<file path="config.mk">
export PLATFORM = sky130hd
export DESIGN_NAME = dmem_arbiter
export DESIGN_NICKNAME = d
export VERILOG_FILES = /design/src/rtl/dmem_arbiter.sv
export SDC_FILE = /design/constraint.sdc
export NUM_CORES = 1
export LEC_CHECK = 0
export CAP_MARGIN = 30
export CELL_PAD_IN_SITES_DETAIL_PLACEMENT = 2
export CELL_PAD_IN_SITES_GLOBAL_PLACEMENT = 2
export CORE_ASPECT_RATIO = 0.7
export CORE_UTILIZATION = 18
export DETAILED_ROUTE_END_ITERATION = 8
export GPL_ROUTABILITY_DRIVEN = 0
export GPL_TIMING_DRIVEN = 0
export PLACE_DENSITY = 0.74
export SLEW_MARGIN = 0
export SYNTH_ARGS = -nofsm -noshare
export SYNTH_HDL_FRONTEND = slang
export SYNTH_SLANG_ARGS = --single-unit
</file>
<file path="constraint.sdc">
create_clock -name clk -period 1.4 [get_ports clk]
set_input_delay 0.28 -clock clk [delete_from_list [all_inputs] [get_ports clk]]
set_output_delay 0.28 -clock clk [all_outputs]
set_load 0.005 [all_outputs]
</file>
<file path="src/rtl/dmem_arbiter.sv">
// ============================================================================
// Module   : dmem_arbiter
// Purpose  : Round-robin arbiter sharing a single-port data memory between
//            port A (CPU) and port B (loader/debug), with address-window check.
// Revision : 1.0 - initial release
// ============================================================================
`default_nettype none

module dmem_arbiter #(
  parameter int unsigned        ADDR_W = 32,
  parameter int unsigned        DATA_W = 32,
  parameter logic [ADDR_W-1:0]  MEM_LO = ADDR_W'('h3000),
  parameter logic [ADDR_W-1:0]  MEM_HI = ADDR_W'('h3fff)
) (
  input  logic              clk,
  input  logic              reset,
  input  logic              a_req,
  input  logic              a_we,
  input  logic [ADDR_W-1:0] a_addr,
  input  logic [DATA_W-1:0] a_wdata,
  output logic              a_ack,
  output logic              a_err,
  output logic [DATA_W-1:0] a_rdata,
  input  logic              b_req,
  input  logic              b_we,
  input  logic [ADDR_W-1:0] b_addr,
  input  logic [DATA_W-1:0] b_wdata,
  output logic              b_ack,
  output logic              b_err,
  output logic [DATA_W-1:0] b_rdata,
  output logic [ADDR_W-1:0] mem_address,
  output logic              mem_we,
  output logic              mem_re,
  output logic [DATA_W-1:0] mem_wdata,
  input  logic [DATA_W-1:0] mem_rdata
);

  typedef enum logic [1:0] {
    S_IDLE   = 2'd0,
    S_ACCESS = 2'd1,
    S_RESP   = 2'd2
  } state_t;

  state_t              state_q, state_d;
  logic                grant_b_q, grant_b_d;
  logic                last_b_q, last_b_d;
  logic                we_q, we_d;
  logic [ADDR_W-1:0]   addr_q, addr_d;
  logic [DATA_W-1:0]   wdata_q, wdata_d;
  logic                err_q, err_d;
  logic [DATA_W-1:0]   rdata_q, rdata_d;

  logic                sel_b;
  logic                sel_we;
  logic [ADDR_W-1:0]   sel_addr;
  logic [DATA_W-1:0]   sel_wdata;
  logic                sel_in_range;

  // On a tie the port that did not win last time is chosen.
  always_comb begin
    sel_b        = (a_req && b_req) ? ~last_b_q : b_req;
    sel_we       = sel_b ? b_we    : a_we;
    sel_addr     = sel_b ? b_addr  : a_addr;
    sel_wdata    = sel_b ? b_wdata : a_wdata;
    sel_in_range = (sel_addr >= MEM_LO) && (sel_addr <= MEM_HI);
  end

  always_comb begin
    state_d   = state_q;
    grant_b_d = grant_b_q;
    last_b_d  = last_b_q;
    we_d      = we_q;
    addr_d    = addr_q;
    wdata_d   = wdata_q;
    err_d     = err_q;
    rdata_d   = rdata_q;
    case (state_q)
      S_IDLE: begin
        if (a_req || b_req) begin
          grant_b_d = sel_b;
          last_b_d  = sel_b;
          we_d      = sel_we;
          addr_d    = sel_addr;
          wdata_d   = sel_wdata;
          err_d     = ~sel_in_range;
          rdata_d   = '0;
          state_d   = sel_in_range ? S_ACCESS : S_RESP;
        end
      end
      S_ACCESS: begin
        if (!we_q) begin
          rdata_d = mem_rdata;
        end
        state_d = S_RESP;
      end
      S_RESP: begin
        state_d = S_IDLE;
      end
      default: begin
        state_d = S_IDLE;
      end
    endcase
  end

  always_ff @(posedge clk) begin
    if (reset) begin
      state_q   <= S_IDLE;
      grant_b_q <= 1'b0;
      last_b_q  <= 1'b1;
      we_q      <= 1'b0;
      addr_q    <= '0;
      wdata_q   <= '0;
      err_q     <= 1'b0;
      rdata_q   <= '0;
    end else begin
      state_q   <= state_d;
      grant_b_q <= grant_b_d;
      last_b_q  <= last_b_d;
      we_q      <= we_d;
      addr_q    <= addr_d;
      wdata_q   <= wdata_d;
      err_q     <= err_d;
      rdata_q   <= rdata_d;
    end
  end

  // The write strobe is gated by reset so an aborted write never commits.
  always_comb begin
    mem_address = '0;
    mem_wdata   = '0;
    mem_we      = 1'b0;
    mem_re      = 1'b0;
    a_ack       = 1'b0;
    a_err       = 1'b0;
    a_rdata     = '0;
    b_ack       = 1'b0;
    b_err       = 1'b0;
    b_rdata     = '0;
    case (state_q)
      S_ACCESS: begin
        mem_address = addr_q;
        mem_wdata   = wdata_q;
        mem_we      = we_q & ~reset;
        mem_re      = ~we_q;
      end
      S_RESP: begin
        if (grant_b_q) begin
          b_ack   = 1'b1;
          b_err   = err_q;
          b_rdata = rdata_q;
        end else begin
          a_ack   = 1'b1;
          a_err   = err_q;
          a_rdata = rdata_q;
        end
      end
      default: begin
      end
    endcase
  end

endmodule

`default_nettype wire

</file>
==> impl_results.md, run 1 <==
- Outcome: complete, but fails checks
- Violated checks: setup timing
- Synth warnings: 0
- Synth cell types: 27
- Initial antenna violation count: 0
- Primary FF master, synth: dfxtp_1
- Unrepaired setup endpoints after global routing: true
- Syn Area/Cell: 8.85 um2
- H-tree depth: 3
- Period minus WS final: 1.98 ns
- Routed WL per cell: 21.8 um
- Max_slew headroom: 0.447
- Worst Setup Start Kind: register
- Total CTS buffers: 9
- Post-Route WL: 29.8 mm
- CP peak stage delay: 0.37 ns
- Final setup fails: 231
- Post-route ant nets: 0
- Cell Area, Synth: 5140 um2
- Row Count: 51
- Max-Cap Viols: 0
- # DRC: 0
- Largest net degree at the start of global routing: 18
- Buffers and inverters on the worst path: 5
- CP Max Fanout: 8
- Crit path capture type: primary output
- Post-synth ARST share: 0
- Worst path slowest cell: dfxtp_4
- Cells after Synth: 581
- Nets@finish: 1157
- First-pass GRT wire length: 39.8 mm
- Worst Path Required: 1.12 ns
- Worst skew pair latency: 0.35 ns
- CTS max path bufs: 2
- Die height: 143 um
- Setup slack, reg-to-reg: -0.20 ns
- Hold crit path type: input pin to register
- Maximum vdd ir drop: 0.509 mV
- Hold depth: 3
- Final Hold Viols: 0
- Overflow after GRT: 0
- Pre-CTS WS: -1.33 ns
- Slew @ Worst Pin: 0.830 ns
- Syn_nets: 747
- Layout cells sized above 1: 0.531
- Vias per Instance: 4.45
- Max Clk Rate: 505 MHz
- Non-filler cells, final: 1367
- R2R Path Start: state_q[0]
- Final setup margin: -0.582 ns
- FF+latch area: 2050 um2
- Core Area: 27900 um2
- CP delay by family, top: buffers and inverters
- Ant diodes: 0
- Min-delay src: a_addr[18]
- Synth Register Bits: 102
- Worst-case reg-to-reg path depth: 8
- Num ports: 300
- Placed cells: 1250
- Post-synth EDFFs: 0
- Cell Area, Placed: 8590 um2
- Die ar.: 29200 um2
- CTS tree: yes
- Setup_tns: -74.69 ns
- Total GRT Usage: 0.182
- Crit path cell chain: inv_4 -> and3_4 -> clkbuf_8 -> buf_6 -> buf_6 -> and2_4 -> buf_6
- CP most frequent cell: buf_6
- WHS Endpoint: addr_q[18]
- Starting density of the core: 0.184
- I/O Buffers: 298
- Final Cycle Share: 1.42
- Drt first pass iters: 4
- Fin area: 11800 um2
- Critical path class: register to primary output
- CTS Sinks: 102
- Root buffer cell: clkbuf_16
- HPWL after DPL: 18.8 mm
- Initial drt markers: 166
- Post-synthesis sequential area ratio: 0.397
- Multi-input logic area: 3780 um2
- Clock Pin Slew Worst Setup and Hold Paths: 0.08 ns
- Fill cells: 2877
- FF-to-FF End: wdata_q[0]
- Leak: 0.00485 uW
- Power Density: 721 nW/um2
- Arrival time at the worst endpoint: 1.70 ns
- Area Growth Syn to Fin: 129%
- Clock skew: 0.00840 ns
- Slew Limit Fails: 0
- Vias in the first global route: 6534
- Vias: 6081
- Fin util: 0.421
- Die Span X: 204 um
power by group:
group | leakage [uW] | internal, uW | switching, uW | total (uW)
combinational | 0.00384 | 1340 | 994 | 2330
clock | 0.000164 | 1640 | 1290 | 2930
sequential | 0.000842 | 3100 | 123 | 3220
worst min-delay path: stages:
cell and delay, ns:
dlymetal6s2s_1 0.14, mux2i_1 0.18, a211oi_2 0.09
synthesized netlist by cell type, drive strengths merged, types with 2 or more instances:
library cell,count,area [um2]
mux2i,65,651
dfxtp,102,2040
clkbuf,26,97.6
nor3b,2,20.0
nor4,8,50.1
nor4bb,2,20.0
a22oi,32,240
o221ai,2,17.5
a211oi,66,500
a21oi,4,20.0
buf,26,199
nor2,99,372
nand2,7,26.3
and2,131,820
routing by layer:
metal / global-route usage / up-vias / routed length (um)
met3: 0.0424 / 19 / 1530
met5: 0 / - / 0
li1: - / 2849 / -
met4: 0.0393 / 0 / 268
met2: 0.299 / 181 / 14300
met1: 0.241 / 3032 / 13600
cell usage in the layout (no fill, tap or decap), types with 2 or more instances in the layout:
cell type        Yosys  final
clkbuf_4             0      3
dfxtp_1            102     98
dfxtp_4              0      2
clkbuf_1            26     10
nand2_1              7      4
nor3b_4              0      2
bufinv_16            0      2
a21oi_1              4      2
mux2i_2              0     12
a22oi_1             32     23
nor2_4               0      2
nand2_2              0      3
mux2i_1             65     42
a211oi_1            65     15
buf_8                0     18
a211oi_2             1     50
clkdlybuf4s50_1      0    157
buf_6                9    175
o221ai_2             0      2
a22oi_2              0      9
and2_4               0    114
buf_4                5     16
nor4_4               0      2
clkbuf_8             0      6
inv_6                0      3
clkbuf_16            0     24
nor2_2               0      9
buf_2               12     18
and2_1             131     17
nor4bb_4             0      2
dfxtp_2              0      2
nor2_1              99     88
mux2i_4              0     11
dlymetal6s2s_1       0      7
buf_12               0     25
nor4_2               0      5
worst max path at each step:
stage                           from        endpoint  slack, ns  cells after the start
after global placement    state_q[0]   mem_wdata[13]      -1.35                      5
final                     state_q[0]     b_rdata[20]      -0.58                      7
after global routing      state_q[0]     b_rdata[27]      -0.66                      7
after CTS                 state_q[0]     b_rdata[22]      -0.61                      7
after floorplan           state_q[0]  mem_address[0]       0.02                      4
after detailed placement  state_q[0]   mem_wdata[12]      -1.33                      5
through the flow:
| step | hold slack (ns) | power, uW |
|---|---|---|
| after floorplan | 0.440 | 3890 |
| after global routing | 0.409 | 8880 |
| after CTS | 0.430 | 7880 |
| after detailed placement | 0.486 | 4680 |
| final | 0.381 | 8480 |
| after global placement | 0.475 | 4630 |
timing repair:
item / in CTS / in global routing
hold buffers: 0 / 0
resized for setup: 837 / 288
setup buffers: 57 / 35
pin swaps: 62 / 67
cloned: 13 / 8
setup endpoints to repair: 236 / 236
layout make-up:
cell class,instances,area share
plain buffers,48,0.0586
multi-input cells,426,0.322
repair buffers,403,0.377
inverters,1,0.000532
flip-flops and latches,102,0.174
clock inverters,6,0.00776
clock buffers,10,0.0203
well taps,371,0.0394
cells by family (layout without fill, tap and decap cells):
kind of cell | count (synthesis) | in the layout | synth area share
AOI/OAI and AO/OA | 106 | 106 | 0.155
DFF | 102 | 102 | 0.397
and+or+nand+nor | 255 | 255 | 0.262
muxes | 65 | 65 | 0.127
buffers and inverters | 53 | 468 | 0.0584
state kept, by name, summed over array words and instances (netlist names):
register,flops
addr_q,32
rdata_q,32
wdata_q,32
state_q,2
err_q,1
grant_b_q,1
last_b_q,1
we_q,1
Power figures use the tool's default switching activity.
==> run 2, diff against run 1 <==
SLEW_MARGIN = 20   (was 0)
==> results of run 2 <==
No change in the layout: final DEF, timing and power equal those of run 1.
==> run 3, diff against run 2 <==
--- a/constraint.sdc
+++ b/constraint.sdc
@@ -3,2 +3,2 @@
 set_output_delay 0.28 -clock clk [all_outputs]
-set_load 0.005 [all_outputs]
+set_load 0.05 [all_outputs]
==> impl_results.md, run 3 (synthesized netlist as in run 1, its figures left out) <==
- Outcome: complete, but fails checks (unchanged)
- Violated checks: setup timing (unchanged)
- Commonest non-fill, non-tap cell in the layout: clkdlybuf4s50_1 (was buf_6)
- Final Hold Viols: 0 (unchanged)
- Ant diodes: 0 (unchanged)
- Total GRT Usage: 0.171 (was 0.182)
- CTS max path bufs: 2 (unchanged)
- Fin util: 0.397 (was 0.421)
- Max-Cap Viols: 0 (unchanged)
- Final Cycle Share: 1.34 (was 1.42)
- Slew @ Worst Pin: 0.751 ns (was 0.830 ns)
- Core Area: 27900 um2 (unchanged)
- Starting density of the core: 0.184 (unchanged)
- Final setup fails: 235 (was 231)
- Cts hold-fix bufs: 0 (unchanged)
- Clock skew: 0.00884 ns (was 0.00840 ns)
- Max Clk Rate: 535 MHz (was 505 MHz)
- Initial antenna violation count: 0 (unchanged)
- Max_slew headroom: 0.499 (was 0.447)
- Initial drt markers: 142 (was 166)
- HPWL after DPL: 18.8 mm (about the same)
- Most Crowded Layer GR: met2 (unchanged)
- Layout cells sized above 1: 0.444 (was 0.531)
- GR Util met1: 0.221 (was 0.241)
- CP Max Fanout: 10 (was 8)
- Total CTS buffers: 9 (unchanged)
- I/O Buffers: 298 (unchanged)
- Root buffer cell: clkbuf_16 (unchanged)
- Worst Path Required: 1.12 ns (about the same)
- Routing usage on met2: 0.283 (was 0.299)
- Nets@finish: 1089 (was 1157)
- Leak: 0.00446 uW (was 0.00485 uW)
- Post-route ant nets: 0 (unchanged)
- Worst Setup Start Kind: register (unchanged)
- Clock Pin Slew Worst Setup and Hold Paths: 0.07 ns (was 0.08 ns)
- Drt first pass iters: 4 (unchanged)
- Vias per Instance: 4.35 (was 4.45)
- CTS Sinks: 102 (unchanged)
- Largest net degree at the start of global routing: 18 (unchanged)
- Crit path capture type: primary output (unchanged)
- Power Density: 684 nW/um2 (was 721 nW/um2)
- Period minus WS final: 1.87 ns (was 1.98 ns)
- Worst skew pair latency: 0.35 ns (about the same)
- Hold crit path type: input pin to register (unchanged)
- Row Count: 51 (unchanged)
- Unrepaired setup endpoints after global routing: true (unchanged)
- # DRC: 0 (unchanged)
- Final setup margin: -0.470 ns (was -0.582 ns)
- Die height: 143 um (unchanged)
- CTS tree: yes (unchanged)
- Final hold slack: 0.353 ns (was 0.381 ns)
- First-pass GRT wire length: 37.5 mm (was 39.8 mm)
- Area Growth Syn to Fin: 116% (was 129%)
- Vias: 5654 (was 6081)
- Grt met3 use: 0.0492 (was 0.0424)
- Num ports: 300 (unchanged)
- H-tree depth: 3 (unchanged)
- Arrival time at the worst endpoint: 1.59 ns (was 1.70 ns)
- Routed WL per cell: 20.1 um (was 21.8 um)
- Post-Route WL: 26.1 mm (was 29.8 mm)
- Die Span X: 204 um (unchanged)
- Maximum vdd ir drop: 0.496 mV (was 0.509 mV)
- Slew Limit Fails: 0 (unchanged)
- Overflow after GRT: 0 (unchanged)
- Regs by FF count: addr_q x32, rdata_q x32, wdata_q x32 (unchanged)
- Vias in the first global route: 6156 (was 6534)
- Die ar.: 29200 um2 (unchanged)
- Most frequent cells in the layout: clkdlybuf4s50_1 (148), buf_8 (132), and2_4 (128) (was buf_6 (175), clkdlybuf4s50_1 (157), and2_4 (114))
- Critical path class: register to primary output (unchanged)
==> run 3: cell count changes in the layout (fill, tap and decap cells not counted), moves of 16 or more <==
cell      change
buf_6       -150
and2_1       -16
a22oi_1      -23
a211oi_1     +49
a211oi_2     -48
buf_8       +114
mux2i_1      +20
a22oi_2      +23
==> run 3: path summary, 6_finish.rpt <==
check	start	to	slack, ns	cells after the start
worst max-delay path	state_q[1]	a_rdata[9]	-0.47	5
worst min-delay path	b_addr[13]	addr_q[13]	0.35	3
worst max register to register	state_q[1]	rdata_q[28]	-0.31	9
worst min register to register	grant_b_q	grant_b_q	0.49	2
==> run 3: what timing repair did <==
item | in CTS | in global routing
gates cloned | 6 | 6
buffers inserted | 16 | 8
endpoints found under the hold margin | 0 | 0
pin swaps | 27 | 53
gates resized for setup | 1204 | 64
setup endpoints to repair | 236 | 236
==> run 3: where the power goes <==
group / switching (uW) / internal [uW]
logic: 766 / 918
registers: 109 / 3100
clock network: 1240 / 1450
==> run 3: critical path: stages, from the launching register on <==
cell	delay, ns
dfxtp_4	0.39
nor3b_4	0.23
buf_12	0.16
clkbuf_16	0.15
and2_4	0.15
buf_8	0.14
==> run 3: through the flow <==
stage	total power, uW	cells	TNS, ns	setup slack [ns]	instance area [um2]
floorplan	3930	581	-2.08	-0.277	5510
global placement	4670	1250	-207.72	-1.35	8960
detailed placement	4710	1250	-214.24	-1.36	8960
CTS	7690	1288	-82.25	-0.505	10800
global route	7970	1299	-97.14	-0.537	11100
finish	7590	1299	-76.29	-0.470	11100
==> run 3: layout make-up <==
cell class	instances	area (um2)
Sequential cell	102	2050
Multi-Input combinational cell	426	3480
Tap cell	371	464
Clock inverter	6	68.8
Clock buffer	10	239
Buffer	51	648
Fill cell	2933	16900
Inverter	1	8.76
Timing Repair Buffer	332	4130
==> run 3: layer usage <==
metal | up-vias | part of all wire
met4 | 0 | 0.016
met1 | 2746 | 0.46
met2 | 174 | 0.47
met5 | - | 0
li1 | 2707 | -
met3 | 27 | 0.059
